[src/rtl/loader_pkg.sv]
// loader_pkg: shared state type and width defaults for the data memory boot loader
package loader_pkg;
  typedef enum logic [1:0] {IDLE, LOAD, RUN, HALT} loader_state_t;
  localparam int AW_DEF = 8;
  localparam int DW_DEF = 8;
  localparam int CW_DEF = 16;
endpackage

[src/rtl/run_watchdog.sv]
// run_watchdog: RUN cycle counter with clear and enable, flags the watchdog limit
module run_watchdog
  import loader_pkg::*;
#(
  parameter int CW = CW_DEF,
  parameter int MAX_CYCLES = 1000
) (
  input  logic          clk,
  input  logic          reset,
  input  logic          clr_i,
  input  logic          en_i,
  output logic [CW-1:0] cycles_o,
  output logic          at_max_o
);
  logic [CW-1:0] cycles_q, cycles_d;
  // clear wins over counting; holding en_i low freezes the count
  always_comb cycles_d = clr_i ? '0 : en_i ? cycles_q + 1'b1 : cycles_q;
  // counter register
  always_ff @(posedge clk or posedge reset)
    if (reset) cycles_q <= '0;
    else cycles_q <= cycles_d;
  assign cycles_o = cycles_q;
  assign at_max_o = cycles_q == CW'(MAX_CYCLES);
endmodule

[src/rtl/dmem_loader.sv]
// dmem_loader: streams bytes into data memory, then runs the core under a watchdog
module dmem_loader
  import loader_pkg::*;
#(
  parameter int AW = AW_DEF,
  parameter int DW = DW_DEF,
  parameter int CW = CW_DEF,
  parameter int MAX_CYCLES = 1000
) (
  input  logic          clk,
  input  logic          reset,
  input  logic          start,
  input  logic [AW:0]   load_len,
  input  logic          in_valid,
  input  logic [DW-1:0] in_data,
  output logic          in_ready,
  output logic          mem_wr_en,
  output logic [AW-1:0] mem_addr,
  output logic [DW-1:0] mem_dat,
  output logic          core_reset,
  input  logic          core_done,
  output logic          busy,
  output logic          finished,
  output logic          timed_out,
  output logic [CW-1:0] cycles
);
  loader_state_t state_q;
  logic [AW:0]   cnt_q, len_q;
  logic          in_ready_q, wr_en_q, core_reset_q, busy_q, finished_q, timed_out_q;
  logic [AW-1:0] addr_q;
  logic [DW-1:0] dat_q;
  logic          at_max, wd_clr, wd_en;
  assign wd_clr = start && (state_q == IDLE || state_q == HALT);
  assign wd_en  = state_q == RUN && !core_done && !at_max;
  run_watchdog #(.CW(CW), .MAX_CYCLES(MAX_CYCLES)) u_wd (
    .clk(clk), .reset(reset), .clr_i(wd_clr), .en_i(wd_en),
    .cycles_o(cycles), .at_max_o(at_max)
  );
  // control FSM with a one-cycle registered write pipeline
  always_ff @(posedge clk or posedge reset)
    if (reset) begin
      state_q      <= IDLE;
      cnt_q        <= '0;
      len_q        <= '0;
      in_ready_q   <= 1'b0;
      wr_en_q      <= 1'b0;
      addr_q       <= '0;
      dat_q        <= '0;
      core_reset_q <= 1'b1;
      busy_q       <= 1'b0;
      finished_q   <= 1'b0;
      timed_out_q  <= 1'b0;
    end else begin
      wr_en_q <= 1'b0;
      case (state_q)
        IDLE, HALT: if (start) begin
          cnt_q       <= '0;
          len_q       <= load_len;
          finished_q  <= 1'b0;
          timed_out_q <= 1'b0;
          busy_q      <= 1'b1;
          if (load_len == '0) begin
            state_q      <= RUN;
            core_reset_q <= 1'b0;
          end else begin
            state_q    <= LOAD;
            in_ready_q <= 1'b1;
          end
        end
        LOAD: if (in_valid && in_ready_q) begin
          wr_en_q <= 1'b1;
          addr_q  <= cnt_q[AW-1:0];
          dat_q   <= in_data;
          cnt_q   <= cnt_q + 1'b1;
          if (cnt_q == len_q - 1'b1) begin
            in_ready_q   <= 1'b0;
            state_q      <= RUN;
            core_reset_q <= 1'b0;
          end
        end
        RUN: if (core_done || at_max) begin
          state_q      <= HALT;
          core_reset_q <= 1'b1;
          busy_q       <= 1'b0;
          finished_q   <= core_done;
          timed_out_q  <= !core_done;
        end
        default: state_q <= IDLE;
      endcase
    end
  assign in_ready   = in_ready_q;
  assign mem_wr_en  = wr_en_q;
  assign mem_addr   = addr_q;
  assign mem_dat    = dat_q;
  assign core_reset = core_reset_q;
  assign busy       = busy_q;
  assign finished   = finished_q;
  assign timed_out  = timed_out_q;
endmodule

[config.mk]
export PLATFORM = sky130hd
export DESIGN_NAME = dmem_loader
export DESIGN_NICKNAME = d
export VERILOG_FILES = /design/src/rtl/loader_pkg.sv /design/src/rtl/run_watchdog.sv /design/src/rtl/dmem_loader.sv
export SDC_FILE = /design/constraint.sdc
export NUM_CORES = 1
export LEC_CHECK = 0
export BUFFER_PORTS_ARGS = -buffer_cell sky130_fd_sc_hd__buf_2
export CAP_MARGIN = 30
export CORE_MARGIN = 1.5
export CORE_UTILIZATION = 48
export CTS_CLUSTER_SIZE = 8
export DETAILED_ROUTE_END_ITERATION = 12
export PLACE_DENSITY = 0.73
export SYNTH_ARGS = -nofsm -noshare
export SYNTH_HDL_FRONTEND = slang
export SYNTH_SLANG_ARGS = --single-unit
[constraint.sdc]
create_clock -name clk -period 2.9 [get_ports clk]
set_input_delay 0.435 -clock clk [delete_from_list [all_inputs] [get_ports clk]]
set_output_delay 0.435 -clock clk [all_outputs]
set_load 0.02 [all_outputs]
## Word-level counts from Yosys, hierarchy flattened

Index checks and enable logic that the tools add are counted.

- Memories kept: 0
- Bits in latches: 0
- RAM bits: 0
- Register bits: 58
- Bits in read-only memories: 0
- Input port bits: 22

- Multipliers: 0
- Muxes and demuxes: 30
- Divide/modulo/power cells: 0
- Add/subtract/negate cells: 3
- Magnitude comparators: 0
- Equal/unequal tests: 11
- Shifts and indexed selects: 0
- Bitwise logic cells: 0
- Reductions and logical operators: 21

Operator list:

| cell | number |
|---|---|
| 16-bit two-way mux | 2 |
| 9-bit two-way mux | 2 |
| 9-bit one-hot mux with 2 select lines | 1 |
| 16-bit by 1-bit adder with 16-bit output, second input constant | 1 |
| 16-bit by 10-bit == test with 1-bit output, second input constant | 1 |
| 1-bit two-way mux | 14 |
| 2-bit two-way mux | 5 |
| 2-bit != test, second input constant | 5 |
| 5-bit AND reduction | 2 |
| 9-bit by 1-bit adder with 9-bit output, second input constant | 1 |
| 9-bit == test | 1 |
| 9-bit logical NOT | 1 |
| 9-bit by 1-bit subtractor with 9-bit output, second input constant | 1 |
| 1-bit one-hot mux with 2 select lines | 4 |
| 2-bit one-hot mux with 3 select lines | 1 |
| 3-bit AND reduction | 2 |
| 2-bit nonzero test | 3 |
| 2-bit == test, second input constant | 2 |
| 1-bit logical AND | 4 |
| 2-bit AND reduction | 2 |
| 4-bit AND reduction | 1 |
| 1-bit one-hot mux with 3 select lines | 1 |
| 2-bit by 1-bit == test with 1-bit output, second input constant | 1 |
| 1-bit logical NOT | 2 |
| other kinds (4) | 5 |

## Longest topological paths before layout

- Depth after elaboration: 5
- Gate-level depth with buffers: 9

## Cells and area by module

From an unflattened synthesis, not the netlist that was laid out.

- Cell total of the unflattened synthesis: 290
- Area total of the unflattened synthesis: 2,991.6 µm²

By module, submodules not included:

| module | times used | cells each | area each (µm²) | seq. area each (µm²) |
|---|---|---|---|---|
| dmem_loader | 1 | 199 | 2,110.8 | 1,052.3 |
| run_watchdog | 1 | 91 | 880.8 | 400.4 |

## Worst setup path before layout

No wires, ideal clock.

- Path type: register to register
- Start: register u_wd.cycles_q[0] (netlist: u_wd.cycles_o[0])
- End: register core_reset_q (netlist: core_reset)
- Path buffers: 0
- Cell stages (with the launch flop): 10
- Slack: 0.443 ns
- Clock period less this slack: 2.457 ns
- Arrival time: 2.375 ns
- Setup time: 0.082 ns
- Data required time: 2.818 ns
- Path through: dfrtp_1 -> inv_1 -> ha_1 -> or4b_1 -> nor4_1 -> a31oi_2 -> nor2_1 -> nand2_1 -> a21oi_1 -> mux2_2

- Longest elaborated chain between the ends: 4

Ends and longest elaborated chain:

| item | RTL line | RTL |
|---|---|---|
| start, declared | run_watchdog.sv:15 | `logic [CW-1:0] cycles_q, cycles_d;` |
| start signal, assigned | run_watchdog.sv:21 | `else cycles_q <= cycles_d;` |
| 16-bit by 10-bit == test with 1-bit output | run_watchdog.sv:23 | `assign at_max_o = cycles_q == CW'(MAX_CYCLES);` |
| 1-bit logical OR | dmem_loader.sv:81 | `RUN: if (core_done \|\| at_max) begin` |
| 2-bit by 1-bit != test with 1-bit output (no source line) | - |  |
| 5-bit AND reduction (no source line) | - |  |
| end signal, assigned | dmem_loader.sv:49 | `core_reset_q <= 1'b1;` |
| end signal, assigned | dmem_loader.sv:78 | `core_reset_q <= 1'b0;` |
| end signal, assigned | dmem_loader.sv:83 | `core_reset_q <= 1'b1;` |
| end, declared | dmem_loader.sv:29 | `logic in_ready_q, wr_en_q, core_reset_q, busy_q, finished_q, timed_out_q;` |

No other way between the ends.
A chain may end at the register's enable or synchronous reset.

## Worst setup path after layout

- Start: register len_q[0]
- End: register core_reset_q (netlist: core_reset)

- Longest elaborated chain between the ends: 4

Ends and longest elaborated chain:

| item | RTL line | RTL |
|---|---|---|
| start, declared | dmem_loader.sv:28 | `logic [AW:0] cnt_q, len_q;` |
| start signal, assigned | dmem_loader.sv:58 | `len_q <= load_len;` |
| 9-bit by 1-bit subtractor with 9-bit output | dmem_loader.sv:75 | `if (cnt_q == len_q - 1'b1) begin` |
| 9-bit == test | dmem_loader.sv:75 |  |
| 2-bit != test (no source line) | - |  |
| 5-bit AND reduction (no source line) | - |  |
| end signal, assigned | dmem_loader.sv:64 | `core_reset_q <= 1'b0;` |
| end signal, assigned | dmem_loader.sv:78 |  |
| end signal, assigned | dmem_loader.sv:83 |  |

No other way between the ends.

==> summary.md <==
| Metric | Value |
|---|---|
| Setup-failing EPs final | `0` |
| Layout cells sized above 1 | `27.4%` |
| Power density cells | `932 nW/um^2` |
| Via/cell ratio | `5.33` |
| GPL Wtd Cong | `0.859` |
| Crit path time final | `2700 ps` |
| Met1 GRT Util | `24.9%` |
| Critical Path, Cell by Cell | `inv_1, ha_1, nor3b_1, nand2_1, o311ai_0, nor2_1, a211o_1, a21oi_1, mux2_2` |
| Most Crowded Layer GR | `met2` |
| Hold Path Class | `in2async` |
| Crit. End Element | `register` |
| Most frequent cell after synthesis | `dfrtp_1` |
| WP data arrival | `2970 ps` |
| First-pass GRT wire length | `9970 microns` |
| Vias in the first global route | `2233` |
| Die X-Extent | `80.0 microns` |
| Cts repair resizes | `0` |
| Status | `finished, final reports clean` |
| Clk Latency, worst-skew pair | `340 ps` |
| Lkg Pwr | `1.72 nW` |
| Crit-path max cell delay | `430 ps` |
| Clock transition at path regs | `70 ps` |
| Filler cell count | `482` |
| Final hold viol count | `0` |
| Dominant cells by area after synthesis | `dfrtp_1 50%, nand2_1 6.2%, mux2_2 5.9%` |
| RSZ-0062 raised after global routing | `false` |
| Fmax achieved | `370 MHz` |
| GR Util met2 | `33.6%` |
| Drt initial violations | `137` |
| # hold bufs at CTS | `0` |
| Layout Skew | `5.78 ps` |
| CTS sink count | `58` |
| CTS tree | `done` |
| Port-buffer cells | `59` |
| Num CTS Buffers | `9` |
| Async SR Flop Fraction | `100%` |
| Syn Area/Cell | `9.72 sq um` |
| # rows | `27` |
| CP Max Fanout | `4` |
| Boundary pin count | `60` |
| Max_slew headroom | `42.7%` |
| Register-to-Register Path Depth | `9` |
| Dpl ws | `247 ps` |
| Synth top area share | `50.1%` |
| Crit-path leading delay family | `compound AO/OA/AOI/OAI gates` |
| Final setup TNS | `0 ps` |
| Drt drc | `0` |
| Ys flop type | `dfrtp_1` |
| Biggest area consumer among synthesized cells | `dfrtp_1` |
| RR Startpoint | `len_q[0]` |
| Final Cell Area | `3470 sq um` |
| Vias post-DR | `2330` |
| Hpwl dp | `4310 microns` |
| Overall routing resource usage | `20.5%` |
| Final ANT Viol Nets | `0` |
| Area of the die | `6410 sq um` |
| N_diodes | `0` |
| Core ar. | `5610 sq um` |
| CTS root buf | `clkbuf_8` |
| Worst IR Drop VDD | `0.532 mV` |
| R2r endpoint | `core_reset` |
| Tot Pwr | `3.23 mW` |
| Category of the most critical setup path | `reg2reg` |
| Startpoint types | `register` |
| Final WS setup | `198 ps` |
| Area of the multi-input gates | `1310 sq um` |
| CP bufs+invs | `1` |
| Post-synth EDFFs | `0` |
| Mapped Cells | `293` |
| DR pass1 iterations | `4` |
| Post-CTS Repair Setup Buffers | `0` |
| Met3 Use GR | `5.71%` |
| Syn Nets | `321` |
| FF+latch area | `1450 sq um` |
| CP max-delay cell | `nor3b_1` |
| CTS Buffer Depth | `2` |
| Worst Tran Pin Value | `858 ps` |
| Yosys Warn Count | `0` |
| Total wire length | `5860 microns` |
| Reg-to-reg slack, setup | `200 ps` |
| Initial antenna violation count | `0` |
| Die height | `80.0 microns` |
| Post-Syn Area | `2850 sq um` |
| Top cells by instance count after synthesis | `57 x dfrtp_1, 47 x nand2_1, 31 x nor2_1` |
| H-tree levels | `3` |
| P&R area growth vs syn | `21.8%` |
| Net count reported at finish | `388` |
| Overflow after GRT | `0` |
| Initial core utilization | `50.8%` |
| Max-slew violations | `0` |
| Tcrit/Tclk final | `93.2%` |
| WL/cell | `13.4 microns` |
| Worst EP required | `3170 ps` |
| DP Area | `3240 sq um` |
| Largest net degree at the start of global routing | `43` |
| FF+latch count, synth | `58` |
| Register area share after synthesis | `51.0%` |
| Max_cap viols | `0` |
| Yosys cell types | `39` |
where the power goes:
group          switching (mW)  total (mW)  leakage [nW]  internal, mW
clock network           0.329       0.837         0.112         0.508
registers               0.173        1.19         0.757          1.02
logic                   0.721        1.21         0.849         0.487
total                    1.22        3.23          1.72          2.01
placed cells by master, fill, tap and decap left out, drive strengths merged, types with 2 or more instances in the layout:
| cell | synthesis | layout |
|---|---|---|
| clkbuf | 8 | 10 |
| bufinv | 0 | 2 |
| nand2 | 47 | 47 |
| nor3 | 8 | 8 |
| xnor2 | 10 | 10 |
| nor3b | 2 | 2 |
| a211o | 2 | 2 |
| nand3 | 7 | 7 |
| or3 | 4 | 4 |
| inv | 14 | 14 |
| and3 | 4 | 4 |
| xor2 | 14 | 14 |
| a21o | 2 | 2 |
| a21oi | 10 | 10 |
| nand2b | 3 | 3 |
| mux2 | 15 | 15 |
| nor4 | 4 | 4 |
| or4 | 2 | 2 |
| clkinv | 0 | 3 |
| dfrtp | 57 | 57 |
| o31ai | 2 | 2 |
| o21a | 2 | 2 |
| ha | 6 | 6 |
| a211oi | 2 | 2 |
| nor2 | 31 | 31 |
| buf | 0 | 64 |
| nand3b | 2 | 2 |
| nand4 | 7 | 7 |
| o21ai | 16 | 16 |
flip-flops by register name (all words and copies together) (netlist names):
signal         count
mem_addr           8
state_q            2
timed_out          1
u_wd.cycles_o     16
finished           1
busy               1
cnt_q              9
mem_dat            8
len_q              9
mem_wr_en          1
in_ready           1
core_reset         1
cell families after synthesis:
logic type	synth area share [%]
AND/OR/NAND/NOR	20.8
flip-flops	51.0
AO/OA/AOI/OAI	9.00
XOR/XNOR	7.38
buffers and inverters	2.90
multiplexers	6.28
adder cells (fa/ha/maj)	2.63
how the worst max path moves through the flow:
stage	start	to	depth (start not counted)
2_1_floorplan	u_wd.cycles_o[0]	core_reset	9
3_3_place_gp	len_q[0]	core_reset	9
3_5_place_dp	len_q[0]	core_reset	9
4_1_cts	len_q[0]	core_reset	9
5_1_grt	len_q[0]	core_reset	9
6_report	len_q[0]	core_reset	9
metal layers:
metal  wire [microns]  part of all wire, %
met1             2580                   44
met2             2940                   50
met3              269                  4.6
met4               83                  1.4
met5                0                    0
final cells by class:
| class | count | share of cell area (%) |
|---|---|---|
| Sequential cell | 58 | 41.9 |
| Clock inverter | 6 | 2.60 |
| Timing Repair Buffer | 64 | 9.59 |
| Clock buffer | 10 | 3.97 |
| Multi-Input combinational cell | 213 | 37.9 |
| Inverter | 14 | 1.51 |
| Tap cell | 72 | 2.60 |
through the flow:
stage                     util, %  hold WS, ps  cells
after floorplan                 -          465    293
after global placement       57.8          462    421
after detailed placement     57.8          470    421
after CTS                    61.9          293    437
after global routing         61.9          293    437
final                        61.9          274    437
No activity file was read; power rests on OpenSTA's default activity.
